<file path="src/rtl/reg_file_2r1w.sv">
// Two-read, one-write register file with write-first bypass, optional read output
// stage, reset values for the exported config registers and out-of-range detection.
module reg_file_2r1w #(
  parameter int                         WIDTH   = 8,
  parameter int                         DEPTH   = 16,
  parameter int                         ADDR_W  = 4,
  parameter int                         NUM_CFG = 4,
  parameter logic [NUM_CFG*WIDTH-1:0]   CFG_RST = 32'h2081_0000,
  parameter int                         RD_PIPE = 0
) (
  input  logic                       REF_CLK,
  input  logic                       RST,
  input  logic                       WrEN,
  input  logic [ADDR_W-1:0]          WrAddr,
  input  logic [WIDTH-1:0]           WrData,
  input  logic                       RdEN_A,
  input  logic [ADDR_W-1:0]          RdAddr_A,
  output logic [WIDTH-1:0]           RdData_A,
  output logic                       RdValid_A,
  input  logic                       RdEN_B,
  input  logic [ADDR_W-1:0]          RdAddr_B,
  output logic [WIDTH-1:0]           RdData_B,
  output logic                       RdValid_B,
  output logic                       AddrErr,
  output logic [NUM_CFG*WIDTH-1:0]   CFG_REGS
);

  localparam logic [ADDR_W:0]         DEPTH_L = (ADDR_W+1)'(DEPTH);
  // Reset image for the whole array: config slices at the bottom, zeros above.
  localparam logic [DEPTH*WIDTH-1:0]  RST_IMG = (DEPTH*WIDTH)'(CFG_RST);

  function automatic logic in_range(input logic [ADDR_W-1:0] addr);
    return {1'b0, addr} < DEPTH_L;
  endfunction

  logic [WIDTH-1:0]  mem [DEPTH];
  logic              wr_ok;
  logic [1:0]        rd_en;
  logic [ADDR_W-1:0] rd_addr [2];
  logic [WIDTH-1:0]  rd_word [2];
  logic [1:0]        rd_bad;
  logic [WIDTH-1:0]  s1_data [2];
  logic [1:0]        s1_valid;
  logic              err_q;

  assign wr_ok      = WrEN && in_range(WrAddr);
  assign rd_en      = {RdEN_B, RdEN_A};
  assign rd_addr[0] = RdAddr_A;
  assign rd_addr[1] = RdAddr_B;

  // NOTE: this array is reset like ordinary flops because the exported config
  // registers need defined power-up values; a plain RAM macro would not be reset.
  always_ff @(posedge REF_CLK) begin
    if (!RST) begin
      for (int i = 0; i < DEPTH; i++) mem[i] <= RST_IMG[i*WIDTH +: WIDTH];
    end else if (wr_ok) begin
      // NOTE: sequential state uses <= so every flop samples pre-edge values.
      mem[WrAddr] <= WrData;
    end
  end

  // NOTE: outputs get a default first so no path leaves them unassigned (no latch).
  always_comb begin
    for (int p = 0; p < 2; p++) begin
      rd_word[p] = '0;
      rd_bad[p]  = rd_en[p] && !in_range(rd_addr[p]);
      if (rd_en[p] && in_range(rd_addr[p])) begin
        rd_word[p] = (wr_ok && (WrAddr == rd_addr[p])) ? WrData : mem[rd_addr[p]];
      end
    end
  end

  // First read stage; data holds when the port is idle, valid drops.
  always_ff @(posedge REF_CLK) begin
    if (!RST) begin
      s1_valid <= '0;
      err_q    <= 1'b0;
      for (int p = 0; p < 2; p++) s1_data[p] <= '0;
    end else begin
      s1_valid <= rd_en;
      err_q    <= (WrEN && !in_range(WrAddr)) || (|rd_bad);
      for (int p = 0; p < 2; p++) begin
        if (rd_en[p]) s1_data[p] <= rd_word[p];
      end
    end
  end

  generate
    if (RD_PIPE != 0) begin : g_pipe
      logic [WIDTH-1:0] s2_data [2];
      logic [1:0]       s2_valid;

      always_ff @(posedge REF_CLK) begin
        if (!RST) begin
          s2_valid <= '0;
          for (int p = 0; p < 2; p++) s2_data[p] <= '0;
        end else begin
          s2_valid <= s1_valid;
          for (int p = 0; p < 2; p++) begin
            if (s1_valid[p]) s2_data[p] <= s1_data[p];
          end
        end
      end

      assign RdData_A  = s2_data[0];
      assign RdData_B  = s2_data[1];
      assign RdValid_A = s2_valid[0];
      assign RdValid_B = s2_valid[1];
    end else begin : g_direct
      assign RdData_A  = s1_data[0];
      assign RdData_B  = s1_data[1];
      assign RdValid_A = s1_valid[0];
      assign RdValid_B = s1_valid[1];
    end
  endgenerate

  // Address errors are flagged at the accepting edge regardless of read latency.
  assign AddrErr = err_q;

  generate
    for (genvar k = 0; k < NUM_CFG; k++) begin : g_cfg
      assign CFG_REGS[k*WIDTH +: WIDTH] = mem[k];
    end
  endgenerate

endmodule

</file>
<file path="config.mk">
export PLATFORM = sky130hd
export DESIGN_NAME = reg_file_2r1w
export DESIGN_NICKNAME = d
export VERILOG_FILES = /design/src/rtl/reg_file_2r1w.sv
export SDC_FILE = /design/constraint.sdc
export NUM_CORES = 1
export LEC_CHECK = 0
export BUFFER_PORTS_ARGS = -buffer_cell sky130_fd_sc_hd__buf_2
export CELL_PAD_IN_SITES_DETAIL_PLACEMENT = 1
export CELL_PAD_IN_SITES_GLOBAL_PLACEMENT = 1
export CORE_UTILIZATION = 45
export DETAILED_ROUTE_END_ITERATION = 16
export GPL_ROUTABILITY_DRIVEN = 0
export GPL_TIMING_DRIVEN = 0
export PLACE_DENSITY = 0.81
export RECOVER_POWER = 100
export SYNTH_ARGS = -nofsm -noshare
export SYNTH_HDL_FRONTEND = slang
export SYNTH_SLANG_ARGS = --single-unit
</file>
<file path="constraint.sdc">
create_clock -name REF_CLK -period 2.4 [get_ports REF_CLK]
set_clock_uncertainty 0.1 [all_clocks]
set_input_delay 0.24 -clock REF_CLK [delete_from_list [all_inputs] [get_ports REF_CLK]]
set_output_delay 0.24 -clock REF_CLK [all_outputs]
set_load 0.02 [all_outputs]
</file>
==> impl_metrics.yaml, run 1 <==
global_routing:
  antenna_found_initial: 0
  grt_overflow_total: 0
  gr-usage-all-layers: 0.279
  grt_max_degree: 17
  grt_pass1_vias: 5407
  grt_pass1_wl_um: 34800
yosys:
  netlist_top_cells_area: "edfxtp_1, mux4_1, and2_1"
  synth_area_um2: 7860
  synth_top_area_share: 0.550
  synthTopCellsByCount: "edfxtp_1, and2_1, a22oi_1, mux4_1, mux4_2"
  yosysTopAreaCell: "edfxtp_1"
  syn_nets: 535
  syn_avg_cell_area_um2: 15.4
  ys_seq_area_frac: 0.555
  synth.most_common_cell: "edfxtp_1"
  ys_types: 31
  synth_flop_cell: "edfxtp_1"
  ys_ff_latch: 146
  async_reset_ff_frac: 0
  ys_warn_count: 0
  postSynthCellCount: 510
  synth_edf_count: 144
power_and_ir_drop:
  power_density_nw_per_um2: 718
  vdd_drop_max_mv: 0.515
  p_leak_nw: 3.13
worst_setup_path:
  end_kind: "flop"
  max_stage_delay_ns: 0.87
  cp.arrival_ns: 2.22
  critPathKind: "in -> reg"
  cp.required_ns: 2.38
  slowest_stage: "nor3_1"
  crit_path_max_fanout: 9
  worst_setup_path_start_kind: "primary input"
  worstPathCellList: "buf_2, nand4b_1, nor3_1, nand2b_1"
clock_tree:
  htreeDepth: 4
  clkTransAtPathRegs_ns: 0.06
  postCtsSetupBuffers: 0
  clkLatencyLatePin_ns: 0.44
  cts_tree: "done"
  root_buffer: "clkbuf_16"
  cts_sinks: 146
  clockBufferDepth: 2
  cts_buffers: 17
floorplanning:
  die_area_um2: 18000
  std_cell_rows: 47
  die_w_um: 134
  pin_count: 76
  fp.dieH_um: 134
  initial_core_util: 0.467
  design.core.area_um2: 16800
sta:
  drv_slew: 0
  relSlewSlack: 0.0133
  hold_ws_ns: 0.0164
  setup_ws_ns: 0.157
  worst_slew_pin_slew_ns: 1.46
  hold_viol_final: 0
  fin_crit_ns: 2.24
  setup_viol: 0
  fin_tns_setup_ns: 0
  max_freq_ghz: 0.446
  rsz0062_at_grt: "false"
  period_share: 0.935
final_layout:
  n_antenna_cell: 0
  register_area_um2: 4360
  nets: 625
  drive_gt1_frac: 0.175
  fillCellCount: 1694
  synthToLayoutAreaGrowth_pct: 14.7
  multi_input_area_um2: 3200
drt:
  viasPerCell: 6.36
  dr.pass1.iters: 5
  via_count: 5300
  drt-total-wl_um: 24100
  postRouteAntennaNets: 0
  wl_per_cell_um: 28.9
  drc: 0
  drt-initial-drc-count: 655
placed_design:
  place_ws_ns: -0.730
  dp_hpwl_um: 17100
  io_buffer_count: 68
run_status:
  status: "complete, but fails checks"
  violations: "capacitance limit"
run:
  drv_cap: 1
min_path:
  hold_class: "in -> reg"
==> report_power, final <==
part | switching (W) | internal [W]
registers | 0.0000954 | 0.00296
logic | 0.000495 | 0.000314
clock network | 0.00116 | 0.00145
total | 0.00175 | 0.00473
==> timing repair <==
| item | in CTS | in global routing |
|---|---|---|
| gates resized for setup | 1 | 5 |
| hold endpoints to repair | 2 | 0 |
| hold buffers | 2 | 0 |
| setup endpoints to repair | 24 | 24 |
==> sequential cells by signal, summed over array words and instances (netlist names) <==
| register | count |
|---|---|
| s1_data | 16 |
| mem | 128 |
| s1_valid | 2 |
==> area by class of cell <==
cell class | instances | share of cell area
Sequential cell | 146 | 0.484
Multi-Input combinational cell | 323 | 0.355
Clock buffer | 17 | 0.0472
Timing Repair Buffer | 71 | 0.0332
Buffer | 39 | 0.0326
Tap cell | 220 | 0.0305
Clock inverter | 15 | 0.0168
Inverter | 2 | 0.000833
==> path summary, 6_finish.rpt <==
| kind | start | endpoint | slack (ns) | depth (start not counted) |
|---|---|---|---|---|
| hold reg to reg | mem[14][2]$_SDFFCE_PN0P_ | s1_data[0][10]$_SDFFCE_PN0P_ | 0.82 | 4 |
| setup / recovery | WrAddr[3] | mem[4][3]$_SDFFCE_PN0P_ | 0.16 | 4 |
| hold / removal | RST | s1_valid[1]$_SDFF_PN0_ | 0.02 | 3 |
| setup reg to reg | mem[5][3]$_SDFFCE_PN0P_ | s1_data[0][3]$_SDFFCE_PN0P_ | 0.34 | 4 |
==> metrics by stage <==
stage	power [W]	cells	area, um2	util
final	0.00648	833	9010	0.536
after global placement	0.00386	798	8480	0.504
after global routing	0.00660	833	9010	0.536
after floorplan	0.00358	510	7860	-
after CTS	0.00647	832	9070	0.540
after detailed placement	0.00391	798	8480	0.504
==> cell families after synthesis <==
| group | Yosys count | share of synthesized area |
|---|---|---|
| DFF | 146 | 0.555 |
| muxes | 64 | 0.199 |
| and+or+nand+nor | 188 | 0.141 |
| other | 1 | 0.000477 |
| AOI/OAI and AO/OA | 62 | 0.0576 |
| buffers and inverters | 41 | 0.0382 |
| xor gates and xnor gates | 8 | 0.00891 |
==> per-layer routing <==
layer	up-vias	track usage	wire length (um)
met5	-	0	0
met4	0	0.125	764
met3	45	0.0506	1950
met2	317	0.451	11700
met1	2741	0.370	9680
li1	2197	-	-
==> layout by cell type, fill, tap and decap left out, types with 5 or more instances in the layout <==
master           synthesis  routed
a22oi_1                 32      32
buf_2                    8      24
inv_6                    0       5
and2_1                 127      24
buf_4                    5       5
nand2_1                 20      20
o21ai_0                 12       7
mux4_2                  31      31
and2_0                   0     103
clkbuf_1                14      66
xor2_1                   6       6
o21ai_1                  0       5
clkdlybuf4s25_2          6       6
mux4_1                  32      32
nor3_1                   4       5
clkinv_4                 0       5
nor2_1                  14      14
nand2b_1                 8       8
edfxtp_1               144     144
clkbuf_16                0      17
a22o_1                  16      16
==> critical path: cells and delay by family <==
kind                   cells  cell delay (ns)
buffers and inverters      1             0.14
AND/OR/NAND/NOR            3             1.84
Note: power is estimated with default switching activity, not from simulation.
==> inputs of run 2 (changes only) <==
--- a/config.mk
+++ b/config.mk
@@ -12,6 +12,7 @@
 export DETAILED_ROUTE_END_ITERATION = 16
 export GPL_ROUTABILITY_DRIVEN = 0
 export GPL_TIMING_DRIVEN = 0
+export MAX_ROUTING_LAYER = met4
 export PLACE_DENSITY = 0.81
 export RECOVER_POWER = 100
 export SYNTH_ARGS = -nofsm -noshare
==> run 2 against run 1 <==
- the run now ends clean
- via count down 0.66%
- flip-flop and latch count unchanged
- routed wire length down 0.29%
- maximum frequency about the same
- clock-buffer cell count unchanged
- register-to-register slack about the same
- cell count up 0.12%
- die area unchanged
- clock power about the same
- largest cell class unchanged
==> impl_metrics.yaml, run 2 (synthesis gave the netlist of run 1 again) <==
run_status:
  status: "complete, no violations"
power_and_ir_drop:
  p_leak_nw: 3.13
  power.total_w: 0.00647
  vdd_drop_max_mv: 0.508
  power_density_nw_per_um2: 718
final_layout:
  top_register: "mem"
  final_cell_mix: "edfxtp_1, and2_0, clkbuf_1"
  final_common_cell: "edfxtp_1"
  drive_gt1_frac: 0.173
  synthToLayoutAreaGrowth_pct: 14.7
  nets: 626
  finalInstanceArea_um2: 9020
  largestRegisters: "mem (128), s1_data (16), s1_valid (2)"
  largest_reg_flops: 128
  n_antenna_cell: 0
  instances_no_fill: 834
worst_setup_path:
  worstPathCellList: "buf_2, nand4b_1, nor3_1, nand2b_1"
  end_kind: "flop"
  max_stage_delay_ns: 0.86
  cp.arrival_ns: 2.22
  worst_setup_path_start_kind: "primary input"
  r2r_cells: 4
  slowest_stage: "nor3_1"
  cp.required_ns: 2.38
  crit_path_max_fanout: 9
  critPathKind: "in -> reg"
  ff2ff_setup_slack_ns: 0.34
drt:
  drt-total-wl_um: 24000
  postRouteAntennaNets: 0
  dr.pass1.iters: 5
  drt-initial-drc-count: 664
  drc: 0
  via_count: 5265
  wl_per_cell_um: 28.8
  viasPerCell: 6.31
floorplanning:
  std_cell_rows: 47
  pin_count: 76
  die_area_um2: 18000
  design.core.area_um2: 16800
  fp.dieH_um: 134
  initial_core_util: 0.467
  die_w_um: 134
clock_tree:
  clkLatencyLatePin_ns: 0.44
  clockBufferDepth: 2
  cts_buffers: 17
  cts_tree: "done"
  cts_sinks: 146
  clkTransAtPathRegs_ns: 0.06
  htreeDepth: 4
  root_buffer: "clkbuf_16"
sta:
  drv_slew: 0
  setup_viol: 0
  max_freq_ghz: 0.446
  hold_viol_final: 0
  setup_ws_ns: 0.157
  period_share: 0.935
  rsz0062_at_grt: "false"
  fin_crit_ns: 2.24
  fin_tns_setup_ns: 0
  relSlewSlack: 0.0867
  worst_slew_pin_slew_ns: 1.36
placed_design:
  io_buffer_count: 68
  dpl.cell_count: 798
  place_ws_ns: -0.730
  place_area_um2: 8480
  dp_hpwl_um: 17100
global_routing:
  grt_overflow_total: 0
  antenna_found_initial: 0
  grt_max_degree: 17
  grt_pass1_wl_um: 34800
  grt_pass1_vias: 5391
  gr-usage-all-layers: 0.288
min_path:
  holdPathStages: 3
  hold_class: "in -> reg"
run:
  drv_cap: 0
-- run 2: final cells by class --
cell class              count  area, um2
inverters                   2       7.51
fillers                  1694       7800
clock buffers              17        425
plain buffers              39        293
well taps                 220        275
repair buffers             72        303
flip-flops and latches    146       4360
multi-input cells         323       3200
clock inverters            15        151
-- run 2: stage by stage --
step	hold WS (ns)	util
3_5_place_dp	0.385	0.504
2_1_floorplan	0.263	-
5_1_grt	0.0375	0.536
4_1_cts	0.00674	0.540
3_3_place_gp	0.376	0.504
6_report	0.0199	0.536
-- run 2: final timing paths --
check | startpoint | end
worst max-delay path | WrAddr[3] | mem[4][3]$_SDFFCE_PN0P_
worst min register to register | mem[14][2]$_SDFFCE_PN0P_ | s1_data[0][10]$_SDFFCE_PN0P_
worst max register to register | mem[1][4]$_SDFFCE_PN0P_ | s1_data[0][12]$_SDFFCE_PN0P_
worst min-delay path | RST | s1_valid[1]$_SDFF_PN0_
-- run 2: worst max-delay path: cells and delay by family --
kind	cells	cell delay, ns
buffers and inverters	1	0.14
and+or+nand+nor	3	1.84
-- run 2: repair_timing --
item                                   in CTS  in global routing
setup endpoints to repair                  24                 24
resized for setup                           1                  3
buffers inserted                            0                  1
hold buffers                                2                  0
endpoints found under the hold margin       2                  0
pin swaps                                   0                  1
-- run 2: power by group --
part           switching, W  internal (W)  leakage, nW
Combinational      0.000495      0.000314         1.45
Clock               0.00115       0.00145        0.273
Sequential        0.0000964       0.00296         1.42
-- run 2: routing by layer --
metal / track usage / up-vias / share of wire
met1: 0.373 / 2665 / 0.39
met3: 0.0442 / 62 / 0.093
li1: - / 2199 / -
met5: - / - / 0
met4: 0.135 / 0 / 0.039
met2: 0.449 / 339 / 0.48
==> inputs of run 3 (changes only) <==
--- a/config.mk
+++ b/config.mk
@@ -8,6 +8,7 @@
 export BUFFER_PORTS_ARGS = -buffer_cell sky130_fd_sc_hd__buf_2
 export CELL_PAD_IN_SITES_DETAIL_PLACEMENT = 1
 export CELL_PAD_IN_SITES_GLOBAL_PLACEMENT = 1
+export CORE_MARGIN = 2
 export CORE_UTILIZATION = 45
 export DETAILED_ROUTE_END_ITERATION = 16
 export GPL_ROUTABILITY_DRIVEN = 0
==> run 3 against run 2 <==
- global-route usage shrank 0.45 points
- cell count grew 0.36%
- highest routed layer unchanged
- power grew 0.58%
- sequential share of layout area hardly changed
- critical path type unchanged
- worst hold slack improved by 0.0080 ns
- largest cell class unchanged
- first-iteration DRC count is 2.0% higher
- die area up 3.0%
- critical path depth rose by 1
==> impl_metrics.yaml, run 3 (synthesis gave the netlist of run 1 again) <==
final_layout:
  nets: 624
  multi_input_area_um2: 3200
  drive_gt1_frac: 0.167
  fillCellCount: 1734
  largest_reg_flops: 128
  final_cell_mix: "edfxtp_1, and2_0, clkbuf_1"
  register_area_um2: 4360
  finalInstanceArea_um2: 9020
  instances_no_fill: 837
  top_register: "mem"
  n_antenna_cell: 0
  fin_util: 0.525
  final_common_cell: "edfxtp_1"
  largestRegisters: "mem (128), s1_data (16), s1_valid (2)"
  synthToLayoutAreaGrowth_pct: 14.8
floorplanning:
  pin_count: 76
  initial_core_util: 0.458
  die_area_um2: 18500
  design.core.area_um2: 17200
  std_cell_rows: 48
  die_w_um: 136
  fp.dieH_um: 136
sta:
  rsz0062_at_grt: "false"
  hold_viol_final: 0
  period_share: 0.940
  relSlewSlack: 0.117
  worst_slew_pin_slew_ns: 1.31
  fin_crit_ns: 2.26
  max_freq_ghz: 0.443
  drv_slew: 0
  setup_viol: 0
global_routing:
  grt_pass1_wl_um: 35700
  grt_overflow_total: 0
  grt_max_degree: 17
  gr-usage-all-layers: 0.284
  grt_pass1_vias: 5420
  antenna_found_initial: 1
placed_design:
  dpl.cell_count: 803
  place_area_um2: 8480
  io_buffer_count: 68
  dp_hpwl_um: 17700
worst_setup_path:
  cp.arrival_ns: 2.22
  worstPathCellList: "buf_2, clkbuf_2, nand4_1, nor3_4, nand2b_1"
  r2r_cells: 4
  cp.required_ns: 2.36
  worst_setup_path_start_kind: "primary input"
  end_kind: "flop"
  slowest_stage: "nor3_4"
  crit_path_max_fanout: 10
  max_stage_delay_ns: 0.53
  critPathKind: "in -> reg"
drt:
  drt-total-wl_um: 24700
  drc: 0
  postRouteAntennaNets: 0
  viasPerCell: 6.39
  drt-initial-drc-count: 677
  via_count: 5346
  wl_per_cell_um: 29.5
  dr.pass1.iters: 5
clock_tree:
  clkLatencyLatePin_ns: 0.44
  clkTransAtPathRegs_ns: 0.06
  clockBufferDepth: 2
  cts_sinks: 146
  cts_tree: "done"
  htreeDepth: 4
  postCtsSetupBuffers: 0
  cts_buffers: 17
  root_buffer: "clkbuf_16"
run_status:
  status: "complete, no violations"
power_and_ir_drop:
  p_leak_nw: 3.14
  vdd_drop_max_mv: 0.456
  power_density_nw_per_um2: 722
run:
  drv_cap: 0
min_path:
  hold_class: "in -> reg"
  holdPathStages: 3
[run 3: repair_timing]
item,4_1_cts,5_1_grt
hold endpoints to repair,2,0
hold buffers,2,0
gates resized for setup,1,3
setup endpoints to repair,32,31
[run 3: critical path, delay by kind of cell]
kind                   cells  cell delay (ns)
buffers and inverters      2             0.45
and+or+nand+nor            3             1.53
[run 3: final timing paths]
check | startpoint | to | slack, ns
max | RST | mem[12][2]$_SDFFCE_PN0P_ | 0.14
min | RST | s1_valid[1]$_SDFF_PN0_ | 0.03
max reg2reg | mem[1][4]$_SDFFCE_PN0P_ | s1_data[0][12]$_SDFFCE_PN0P_ | 0.39
min reg2reg | mem[6][4]$_SDFFCE_PN0P_ | s1_data[0][12]$_SDFFCE_PN0P_ | 0.82
[run 3: final cells by class]
class,instances,area share
sequential,146,0.484
multi-input combinational,323,0.355
clock buffer,20,0.0484
timing repair buffer,70,0.0327
buffer,39,0.0326
tap,225,0.0312
clock inverter,12,0.0155
inverter,2,0.000832
[run 3: per-stage QoR]
step / setup WS [ns] / hold slack [ns] / setup TNS [ns] / total power [W]
after floorplan: 0.480 / 0.263 / 0 / 0.00358
after global placement: -0.642 / 0.377 / -23.50 / 0.00387
after detailed placement: -0.762 / 0.393 / -33.41 / 0.00392
after CTS: -0.260 / 0.0222 / -4.91 / 0.00652
after global routing: 0.0472 / 0.0341 / 0 / 0.00668
final: 0.143 / 0.0279 / 0 / 0.00651
[run 3: routing by layer]
metal	track usage	wire [um]	up-vias
met5	-	0	-
met4	0.115	918	0
met3	0.0671	2280	60
met2	0.432	11700	338
met1	0.369	9810	2754
li1	-	-	2194
[run 3: power breakdown]
part           total, W  switching, W  internal [W]  leakage (nW)
Sequential      0.00306     0.0000955       0.00296          1.42
Clock           0.00264       0.00102       0.00162         0.276
Combinational  0.000816      0.000502      0.000314          1.44
